## config.mk

```make
export PLATFORM = sky130hd
export DESIGN_NAME = alu_64
export DESIGN_NICKNAME = d
export VERILOG_FILES = /design/src/rtl/alu_pkg.sv /design/src/rtl/adder_64.sv /design/src/rtl/alu_64.sv
export SDC_FILE = /design/constraint.sdc
export NUM_CORES = 1
export LEC_CHECK = 0
export BUFFER_PORTS_ARGS = -buffer_cell sky130_fd_sc_hd__buf_2
export CAP_MARGIN = 0
export CELL_PAD_IN_SITES_DETAIL_PLACEMENT = 1
export CELL_PAD_IN_SITES_GLOBAL_PLACEMENT = 2
export CORE_AREA = 2 2 149 151
export DETAILED_ROUTE_END_ITERATION = 10
export DIE_AREA = 0 0 151 153
export HOLD_SLACK_MARGIN = 0.15
export PLACE_DENSITY_LB_ADDON = 0.1
export SLEW_MARGIN = 20
export SYNTH_ARGS = -nofsm -noshare
export SYNTH_HDL_FRONTEND = slang
export SYNTH_HIERARCHICAL = 1
export SYNTH_SLANG_ARGS = --single-unit
```

## constraint.sdc

```tcl
create_clock -name clk -period 0.8 [get_ports clk]
set_input_delay 0.08 -clock clk [delete_from_list [all_inputs] [get_ports clk]]
set_output_delay 0.08 -clock clk [all_outputs]
set_load 0.03 [all_outputs]
```

## src/rtl/alu_pkg.sv

```systemverilog
// Shared ALU types: opcode encoding and datapath width.
package alu_pkg;

  localparam int ALU_WIDTH = 64;

  typedef enum logic [1:0] {
    ALU_ADD = 2'b00,
    ALU_SUB = 2'b01,
    ALU_AND = 2'b10,
    ALU_XOR = 2'b11
  } alu_op_t;

endpackage

```

## src/rtl/adder_64.sv

```systemverilog
// Carry-lookahead adder built from 4-bit groups; the groups are chained
// through their carries. Used for both add (cin=0) and subtract
// (b pre-inverted, cin=1). ovf compares the carry into and out of the MSB.
module adder_64
  import alu_pkg::*;
#(
  parameter int WIDTH = ALU_WIDTH
) (
  input  logic [WIDTH-1:0] a,
  input  logic [WIDTH-1:0] b,
  input  logic             cin,
  output logic [WIDTH-1:0] sum,
  output logic             cout,
  output logic             ovf
);

  logic [WIDTH-1:0] w_g;
  logic [WIDTH-1:0] w_p;
  logic [WIDTH:0]   w_c;

  assign w_g    = a & b;
  assign w_p    = a ^ b;
  assign w_c[0] = cin;

  // Each group resolves its four carries directly from the group carry-in.
  // WIDTH is expected to be a multiple of 4.
  genvar gi;
  generate
    for (gi = 0; gi < WIDTH / 4; gi++) begin : g_cla
      localparam int B = gi * 4;
      assign w_c[B+1] = w_g[B]
                      | (w_p[B] & w_c[B]);
      assign w_c[B+2] = w_g[B+1]
                      | (w_p[B+1] & w_g[B])
                      | (w_p[B+1] & w_p[B] & w_c[B]);
      assign w_c[B+3] = w_g[B+2]
                      | (w_p[B+2] & w_g[B+1])
                      | (w_p[B+2] & w_p[B+1] & w_g[B])
                      | (w_p[B+2] & w_p[B+1] & w_p[B] & w_c[B]);
      assign w_c[B+4] = w_g[B+3]
                      | (w_p[B+3] & w_g[B+2])
                      | (w_p[B+3] & w_p[B+2] & w_g[B+1])
                      | (w_p[B+3] & w_p[B+2] & w_p[B+1] & w_g[B])
                      | (w_p[B+3] & w_p[B+2] & w_p[B+1] & w_p[B] & w_c[B]);
    end
  endgenerate

  assign sum  = w_p ^ w_c[WIDTH-1:0];
  assign cout = w_c[WIDTH];
  assign ovf  = w_c[WIDTH] ^ w_c[WIDTH-1];

endmodule

```

## src/rtl/alu_64.sv

```systemverilog
// Four-function registered ALU (add, sub, and, xor) with signed-overflow
// and zero flags. One-cycle latency, a new operation accepted every cycle.
module alu_64
  import alu_pkg::*;
#(
  parameter int WIDTH = ALU_WIDTH
) (
  input  logic             clk,
  input  logic             rst_n,
  input  logic [1:0]       opcode,
  input  logic [WIDTH-1:0] a,
  input  logic [WIDTH-1:0] b,
  output logic [WIDTH-1:0] res,
  output logic             overflow,
  output logic             zero
);

  alu_op_t          w_op;
  logic             w_is_sub;
  logic [WIDTH-1:0] w_b_op;
  logic [WIDTH-1:0] w_sum;
  logic             w_add_ovf;
  logic [WIDTH-1:0] w_res;
  logic             w_ovf;

  logic [WIDTH-1:0] r_res;
  logic             r_ovf;
  logic             r_zero;

  assign w_op     = alu_op_t'(opcode);
  assign w_is_sub = (w_op == ALU_SUB);
  // Subtract reuses the adder as a + ~b + 1.
  assign w_b_op   = w_is_sub ? ~b : b;

  // Carry out of the MSB is dropped: results wrap modulo 2^WIDTH.
  adder_64 #(.WIDTH(WIDTH)) u_adder (
    .a    (a),
    .b    (w_b_op),
    .cin  (w_is_sub),
    .sum  (w_sum),
    .cout (),
    .ovf  (w_add_ovf)
  );

  // Result/overflow select; logic ops never report overflow.
  always_comb begin
    w_res = '0;
    w_ovf = 1'b0;
    case (w_op)
      ALU_ADD, ALU_SUB: begin
        w_res = w_sum;
        w_ovf = w_add_ovf;
      end
      ALU_AND: w_res = a & b;
      ALU_XOR: w_res = a ^ b;
      default: begin
        w_res = '0;
        w_ovf = 1'b0;
      end
    endcase
  end

  // Output registers; zero is derived from the same next result as res.
  always_ff @(posedge clk or negedge rst_n) begin
    if (!rst_n) begin
      r_res  <= '0;
      r_ovf  <= 1'b0;
      r_zero <= 1'b0;
    end else begin
      r_res  <= w_res;
      r_ovf  <= w_ovf;
      r_zero <= (w_res == '0);
    end
  end

  assign res      = r_res;
  assign overflow = r_ovf;
  assign zero     = r_zero;

endmodule

```

==> results.py, run 1 <==
metrics = {
    "detailed_routing": {
        "ant_nets": 0,
        "wl_per_cell_um": 18.2,
        "first_iter_violations": 143,
        "vias": 7710,
        "drt_pass1_iterations": 4,
        "viasPerCell": 5.01,
        "wl_um": 28000,
        "drc": 0,
    },
    "sta": {
        "finalMaxSlewViolations": 0,
        "hold_viol_final": 0,
        "finalWorstSetupSlack_ns": -3.19,
        "rsz0062_at_grt": "true",
        "final.min_clock_period_ns": 3.99,
        "tightest_slew_ns": 0.929,
        "finalSetupViolations": 132,
        "period_share": 4.99,
        "tns_ns": -146.77,
        "maxSlewHeadroom": 0.381,
        "fmax_mhz": 250,
    },
    "synth": {
        "ys.warnings.count": 6,
        "netlist_instances": 779,
        "avgSynthCellArea_um2": 9.44,
        "syn-num-nets": 1055,
        "syn_area_um2": 7360,
    },
    "floorplan": {
        "io_pins": 198,
        "std_cell_rows": 54,
        "core_um2": 21500,
        "initial_utilization": 0.342,
        "die_y_um": 153,
        "die_w_um": 151,
        "die-area_um2": 23100,
    },
    "critical_path": {
        "critPathCaptureType": "flip-flop",
        "worstSetupStartpointType": "primary input",
        "critPathArrivalTime_ns": 4.24,
        "critPathMaxFanout": 8,
        "crit_required_ns": 1.04,
        "critPathKind": "in2reg",
    },
    "status": {
        "run_status": "complete, but fails checks",
        "violations": "negative setup slack",
    },
    "placement": {
        "place_hpwl_um": 20500,
        "io_buffers": 197,
        "dpl.cell_count": 1492,
        "gp_congestion": 0.815,
    },
    "min_path": {
        "hold_path.class": "in2async",
    },
    "grt": {
        "grt_max_degree": 70,
        "grtUsageTotal": 0.230,
        "antenna_found_initial": 3,
        "grt_pass1_wl_um": 41800,
        "grt_pass1_vias": 8202,
        "grt.overflow.total": 0,
    },
    "power_and_ir_drop": {
        "irDropWorstVdd_mv": 0.872,
        "p_per_area_nw_per_um2": 1710,
        "leakagePower_nw": 6.20,
    },
    "clock_tree": {
        "cts_tree": "yes",
        "clkTransAtPathRegs_ns": 0.06,
        "cts_buffers": 9,
        "htreeDepth": 3,
        "cts_sinks": 66,
        "cts_root_buf": "clkbuf_16",
        "cts_buffer_depth": 2,
    },
    "cells_and_area": {
        "nets": 1528,
        "final_cells": 1538,
        "n_fill_cell": 2437,
        "drive_gt1_frac": 0.548,
        "syn_to_final_growth_pct": 72.4,
    },
    "job": {
        "cap_violations": 0,
    },
}
-- through the flow --
| step | hold slack [ns] | utilization | setup WS [ns] | cell area [um^2] | power (mW) |
|---|---|---|---|---|---|
| after detailed placement | 0.0504 | 0.499 | -3.54 | 10700 | 14.5 |
| final | 0.234 | 0.590 | -3.19 | 12700 | 21.6 |
| after global routing | 0.251 | 0.590 | -3.35 | 12700 | 22.9 |
| after global placement | 0.0462 | 0.499 | -3.45 | 10700 | 14.2 |
| after CTS | 0.227 | 0.540 | -3.13 | 11600 | 20.1 |
| after floorplan | -0.216 | - | -3.15 | 7540 | 10.1 |
-- placed cells by master (no fill, tap or decap), drive strengths merged, types with 16 or more instances in the layout --
cell type and count:
a21o 19, a21oi 96, buf 488, dfrtp 66, fa 16, ha 128, inv 19, mux2i 64
nand3 20, nor2 83, nor4 18, o21ai 16, xnor2 84, xor2 24
-- per-layer routing --
metal  up-vias  share of wire  track usage
li1       3770              -            -
met1      3779           0.44        0.299
met2       137           0.51        0.405
met3        22          0.037       0.0349
met4         2          0.012       0.0418
met5         -        0.00025            0
-- final timing paths --
kind	endpoint	slack (ns)	startpoint
max in group asynchronous	res[16]	0.28	rst_n
worst max-delay path	zero	-3.19	opcode[1]
min in group clk	res[22]	0.24	b[22]
worst min-delay path	res[48]	0.23	rst_n
-- what timing repair did --
item | in CTS | in global routing
pin swaps | 11 | 60
endpoints found under the setup margin | 132 | 132
hold buffers | 1 | 0
gates resized for setup | 146 | 206
setup buffers | 4 | 25
hold endpoints to repair | 66 | 0
gates cloned | 0 | 2
-- critical path, stage by stage --
cell and delay, ns:
buf_6 0.10, nand2b_4 0.19, buf_6 0.15, clkbuf_16 0.17, buf_12 0.15, xnor2_2 0.13
ha_1 0.34, nand4_1 0.17, nor2_1 0.09, a221oi_2 0.34, nand3_2 0.14, a31oi_4 0.24
o21ai_2 0.10, a41o_1 0.28, a211oi_2 0.19, o21bai_1 0.10, fa_2 0.34, xor2_1 0.15
nor2_1 0.12, a21oi_2 0.05, nor4_1 0.27, nand4_1 0.18, nor4_1 0.18
-- sequential cells by signal, summed over array words and instances (netlist names) --
signal / flops
overflow: 1
res: 64
zero: 1
-- power breakdown --
part | leakage [nW] | internal, mW | switching, mW
registers | 0.767 | 3.97 | 0.373
clock network | 0.156 | 2.89 | 1.68
logic | 5.27 | 6.25 | 6.48
total | 6.20 | 13.1 | 8.53
-- cell type report --
class	count	area (um^2)	area share
Antenna cell	2	5.00	0.000395
Clock buffer	13	260	0.0205
Clock inverter	2	60.1	0.00474
Inverter	19	73.8	0.00582
Multi-Input combinational cell	665	6510	0.513
Sequential cell	66	1650	0.130
Tap cell	280	350	0.0276
Timing Repair Buffer	491	3770	0.298
Power figures use the tool's default switching activity.
==> run 2: changes to the inputs <==
- CORE_AREA: 2 2 149 151 -> 2 2 153 155
- DIE_AREA: 0 0 151 153 -> 0 0 155 157
- SKIP_LAST_GASP: default -> 1
- clock period: 0.8 -> 4.1 ns (I/O delays scaled with it)
==> run 2 against run 1 <==
The flow still finishes with violations (negative setup slack). Routed wire length decreased by 14%. First-iteration DRC count is 20% higher. Worst setup slack better by 3.1 ns. Sequential share of layout area increased by 3.2 points. Utilization is 14 points lower. Count of clock-buffer cells in the layout down 4. Die area increased by 5.3%. Sequential power decreased by 81%. Final area is 20% lower. Critical endpoint unchanged. Highest routed layer unchanged.
==> results.py, run 2 (synthesized netlist as in run 1, its figures left out) <==
metrics = {
    "critical_path": {
        "crit_required_ns": 4.35,
        "critPathCaptureType": "flip-flop",
        "critPathArrivalTime_ns": 4.47,
        "crit_family": "compound AO/OA/AOI/OAI gates",
        "critPathKind": "in2reg",
        "cp_num_buf_inv": 3,
        "max_stage_delay_ns": 0.47,
        "critPathMaxFanout": 12,
        "crit_cells": 21,
        "path_cells": "buf_4 > nand2b_4 > buf_12 > buf_4 > xnor2_1 > ha_1 > o21a_1 > nor4b_4 > nand3_2 > a31oi_4 > a31oi_4 > o21ai_2 > a41o_1 > a211oi_2 > o21bai_1 > fa_2 > nor2_1 > a21oi_1 > nor4_2 > nand4_1 > nor4_2",
        "worstSetupStartpointType": "primary input",
        "critPathSlowestCell": "fa_2",
    },
    "cells_and_area": {
        "n_fill_cell": 2691,
        "final_cell_mix": "buf_2, buf_4, ha_1",
        "mostFrequentLayoutCell": "buf_2",
        "largest_register_ffs": 64,
        "syn_to_final_growth_pct": 38.0,
        "nets": 1391,
        "fin_area_um2": 10100,
        "drive_gt1_frac": 0.356,
        "num_antenna_cells": 0,
        "final_cells": 1405,
        "utilization": 0.451,
    },
    "clock_tree": {
        "htreeDepth": 3,
        "cts_tree": "yes",
        "cts_buffer_depth": 2,
        "cts_buffers": 9,
        "holdBufCountCts": 0,
        "clkTransAtPathRegs_ns": 0.06,
        "cts_sinks": 66,
        "cts_root_buf": "clkbuf_16",
    },
    "placement": {
        "place_ws_ns": -0.743,
        "place_hpwl_um": 19700,
        "gp_congestion": 0.821,
        "place_area_um2": 9780,
        "dpl.cell_count": 1388,
        "io_buffers": 197,
    },
    "sta": {
        "hold_viol_final": 0,
        "fmax_mhz": 237,
        "tightest_slew_ns": 0.939,
        "finalSetupViolations": 1,
        "rsz0062_at_grt": "true",
        "period_share": 1.03,
        "finalMaxSlewViolations": 0,
        "final.min_clock_period_ns": 4.22,
        "tns_ns": -0.120,
        "finalWorstSetupSlack_ns": -0.120,
        "maxSlewHeadroom": 0.374,
        "holdWs_ns": 0.210,
    },
    "floorplan": {
        "io_pins": 198,
        "die_w_um": 155,
        "initial_utilization": 0.327,
        "std_cell_rows": 55,
        "core_um2": 22500,
        "die-area_um2": 24300,
        "die_y_um": 157,
    },
    "status": {
        "run_status": "complete, but fails checks",
        "violations": "negative setup slack",
    },
    "power_and_ir_drop": {
        "p_per_area_nw_per_um2": 344,
        "irDropWorstVdd_mv": 0.136,
        "leakagePower_nw": 5.10,
        "power_mw": 3.49,
    },
    "detailed_routing": {
        "vias": 6941,
        "viasPerCell": 4.94,
        "wl_per_cell_um": 17.2,
        "wl_um": 24200,
        "drt_pass1_iterations": 4,
        "drc": 0,
        "ant_nets": 0,
        "first_iter_violations": 172,
    },
    "grt": {
        "grt_max_degree": 79,
        "grt_pass1_wl_um": 38800,
        "grt.overflow.total": 0,
        "grt_pass1_vias": 7533,
        "antenna_found_initial": 1,
        "grtUsageTotal": 0.204,
    },
    "min_path": {
        "hold_path.class": "in2async",
    },
    "job": {
        "cap_violations": 0,
    },
}
[run 2: cell types whose count changed in the layout (fill, tap and decap cells not counted), sizes merged]
| cell | delta |
|---|---|
| buf | -134 |
| clkbuf | -6 |
| clkinv | +3 |
| clkinvlp | +2 |
| diode | -2 |
| bufinv | -1 |
| dlygate4sd3 | -1 |
| inv | +1 |
[run 2: routing by layer]
layer  global-route usage  part of all wire
met5                    0           0.00054
met4               0.0476             0.011
met3               0.0270             0.035
met2                0.352              0.47
met1                0.271              0.48
[run 2: layout make-up]
type,count,area (um^2),share of cell area
clock buffer,9,225,0.0222
clock inverter,7,68.8,0.00678
inverter,19,71.3,0.00703
multi-input combinational,665,5570,0.548
sequential,66,1650,0.163
tap,285,357,0.0351
timing repair buffer,354,2210,0.218
[run 2: repair_timing]
action | 4_1_cts | 5_1_grt
gates resized for setup | 4 | 11
endpoints found under the setup margin | 1 | 1
pin swaps | 12 | 3
gates cloned | 0 | 0
endpoints found under the hold margin | 0 | 0
setup buffers | 1 | 0
[run 2: path summary, 6_finish.rpt]
kind | from | end
worst max-delay path | opcode[1] | zero
worst min-delay path | rst_n | res[46]
max in group asynchronous | rst_n | res[20]
min in group clk | b[29] | res[29]
[run 2: where the power goes]
| part | internal [mW] | total, mW | switching, mW |
|---|---|---|---|
| clock network | 0.470 | 0.815 | 0.344 |
| registers | 0.772 | 0.809 | 0.0376 |
| logic | 0.806 | 1.87 | 1.06 |
| total | 2.05 | 3.49 | 1.44 |
==> run 3: changes to the inputs <==
- RECOVER_POWER: default -> 25
==> run 3 against run 2 <==
The flow finishes with violations (max-capacitance violations, max-slew violations, negative setup slack). Worst setup slack did not move. Clock power hardly changed. Total power is essentially flat. Via count stayed put.
==> results.py, run 3 (synthesized netlist as in run 1, its figures left out) <==
metrics = {
    "power_and_ir_drop": {
        "p_per_area_nw_per_um2": 344,
        "seqPwrFrac": 0.232,
        "p_clk_frac": 0.233,
        "intPower_mw": 2.05,
        "power_switching_mw": 1.44,
        "switching_share": 0.413,
        "leakagePower_nw": 5.10,
        "power_mw": 3.49,
        "irDropWorstVdd_mv": 0.136,
        "power_frac_comb": 0.535,
    },
    "critical_path": {
        "critPathCaptureType": "flip-flop",
        "crit_end": "zero",
        "worstSetupStartpointType": "primary input",
        "crit_required_ns": 4.35,
        "crit_family": "compound AO/OA/AOI/OAI gates",
        "startpoint": "opcode[1]",
        "cp_num_buf_inv": 3,
        "critPathArrivalTime_ns": 4.47,
        "critPathSlowestCell": "fa_2",
        "critPathKind": "in2reg",
        "path_cells": "buf_4 > nand2b_4 > buf_12 > buf_4 > xnor2_1 > ha_1 > o21a_1 > nor4b_4 > nand3_2 > a31oi_4 > a31oi_4 > o21ai_2 > a41o_1 > a211oi_2 > o21bai_1 > fa_2 > nor2_1 > a21oi_1 > nor4_2 > nand4_1 > nor4_2",
        "crit_cells": 21,
        "max_stage_delay_ns": 0.47,
        "critPathMaxFanout": 12,
    },
    "clock_tree": {
        "cts_root_buf": "clkbuf_16",
        "holdBufCountCts": 0,
        "cts_tree": "yes",
        "htreeDepth": 3,
        "clkTransAtPathRegs_ns": 0.06,
        "cts_buffer_depth": 2,
        "cts_sinks": 66,
        "cts_buffers": 9,
    },
    "cells_and_area": {
        "seq_area_um2": 1650,
        "utilization": 0.451,
        "syn_to_final_growth_pct": 37.9,
        "multiInputGateArea_um2": 5570,
        "n_fill_cell": 2692,
        "drive_gt1_frac": 0.356,
        "mostFrequentLayoutCell": "buf_2",
        "nets": 1391,
        "fin_area_um2": 10100,
        "final_cell_mix": "buf_2, buf_4, ha_1",
        "num_antenna_cells": 0,
        "largest_register_ffs": 64,
    },
    "grt": {
        "grt_pass1_vias": 7533,
        "grtUsageTotal": 0.204,
        "grt_max_degree": 79,
        "antenna_found_initial": 1,
        "grt.overflow.total": 0,
        "grt_pass1_wl_um": 38800,
    },
    "min_path": {
        "hold_path.class": "in2async",
    },
    "sta": {
        "maxSlewHeadroom": -0.233,
        "rsz0062_at_grt": "true",
        "final.min_clock_period_ns": 4.22,
        "fmax_mhz": 237,
        "tightest_slew_ns": 1.85,
        "period_share": 1.03,
        "hold_viol_final": 0,
        "holdWs_ns": 0.572,
        "finalSetupViolations": 1,
        "finalMaxSlewViolations": 67,
        "finalWorstSetupSlack_ns": -0.120,
    },
    "placement": {
        "place_area_um2": 9780,
        "gp_congestion": 0.821,
        "place_hpwl_um": 19700,
        "io_buffers": 197,
    },
    "status": {
        "violations": "max-capacitance violations, max-slew violations, negative setup slack",
        "run_status": "complete, but fails checks",
    },
    "floorplan": {
        "io_pins": 198,
        "std_cell_rows": 55,
        "die-area_um2": 24300,
        "core_um2": 22500,
        "die_w_um": 155,
        "initial_utilization": 0.327,
        "die_y_um": 157,
    },
    "job": {
        "cap_violations": 1,
    },
    "detailed_routing": {
        "first_iter_violations": 172,
        "drc": 0,
        "wl_um": 24200,
        "viasPerCell": 4.94,
        "wl_per_cell_um": 17.2,
        "drt_pass1_iterations": 4,
        "vias": 6941,
        "ant_nets": 0,
    },
}
[run 3: cell types whose count changed in the layout (fill, tap and decap cells not counted), sizes merged]
cell    previous run  this run
buf              354       353
clkbuf             9        10
[run 3: power groups by stage]
stage	Combinational [mW]	Sequential [mW]	Clock [mW]
after floorplan	0.865	1.07	0
after global placement	1.84	0.822	0
after detailed placement	1.86	0.821	0
after CTS	1.88	0.811	0.835
after global routing	2.07	0.821	0.861
final	1.87	0.809	0.815
[run 3: area by class of cell]
type	count	share of cell area
Clock buffer	9	0.0222
Inverter	19	0.00703
Timing Repair Buffer	354	0.218
Clock inverter	7	0.00678
Multi-Input combinational cell	665	0.549
Sequential cell	66	0.163
Tap cell	285	0.0351
[run 3: metrics by stage]
step	setup TNS, ns	std cells	setup slack, ns
after CTS	-0.173	1405	-0.173
after floorplan	-0.188	779	-0.188
final	-0.120	1405	-0.120
after global routing	-0.428	1405	-0.428
after detailed placement	-0.860	1388	-0.743
after global placement	-0.681	1388	-0.670
[run 3: how the worst min path moves through the flow]
stage / start / to / slack [ns] / depth (start not counted)
detailed placement: rst_n / res[46] / 0.63 / 1
finish: rst_n / res[46] / 0.57 / 1
global route: b[22] / res[22] / 0.61 / 4
global placement: rst_n / res[46] / 0.62 / 1
floorplan: rst_n / overflow / 0.11 / 0
CTS: rst_n / res[46] / 0.25 / 1
[run 3: what timing repair did]
item / 4_1_cts / 5_1_grt
pin swaps: 12 / 3
setup buffers: 1 / 0
resized for setup: 4 / 11
setup endpoints to repair: 1 / 1
[run 3: layer usage]
layer	up-vias	track usage	wire, um
met2	123	0.352	11500
met1	3302	0.271	11600
li1	3499	-	-
met4	2	0.0476	267
met5	-	0	13
met3	15	0.0270	855
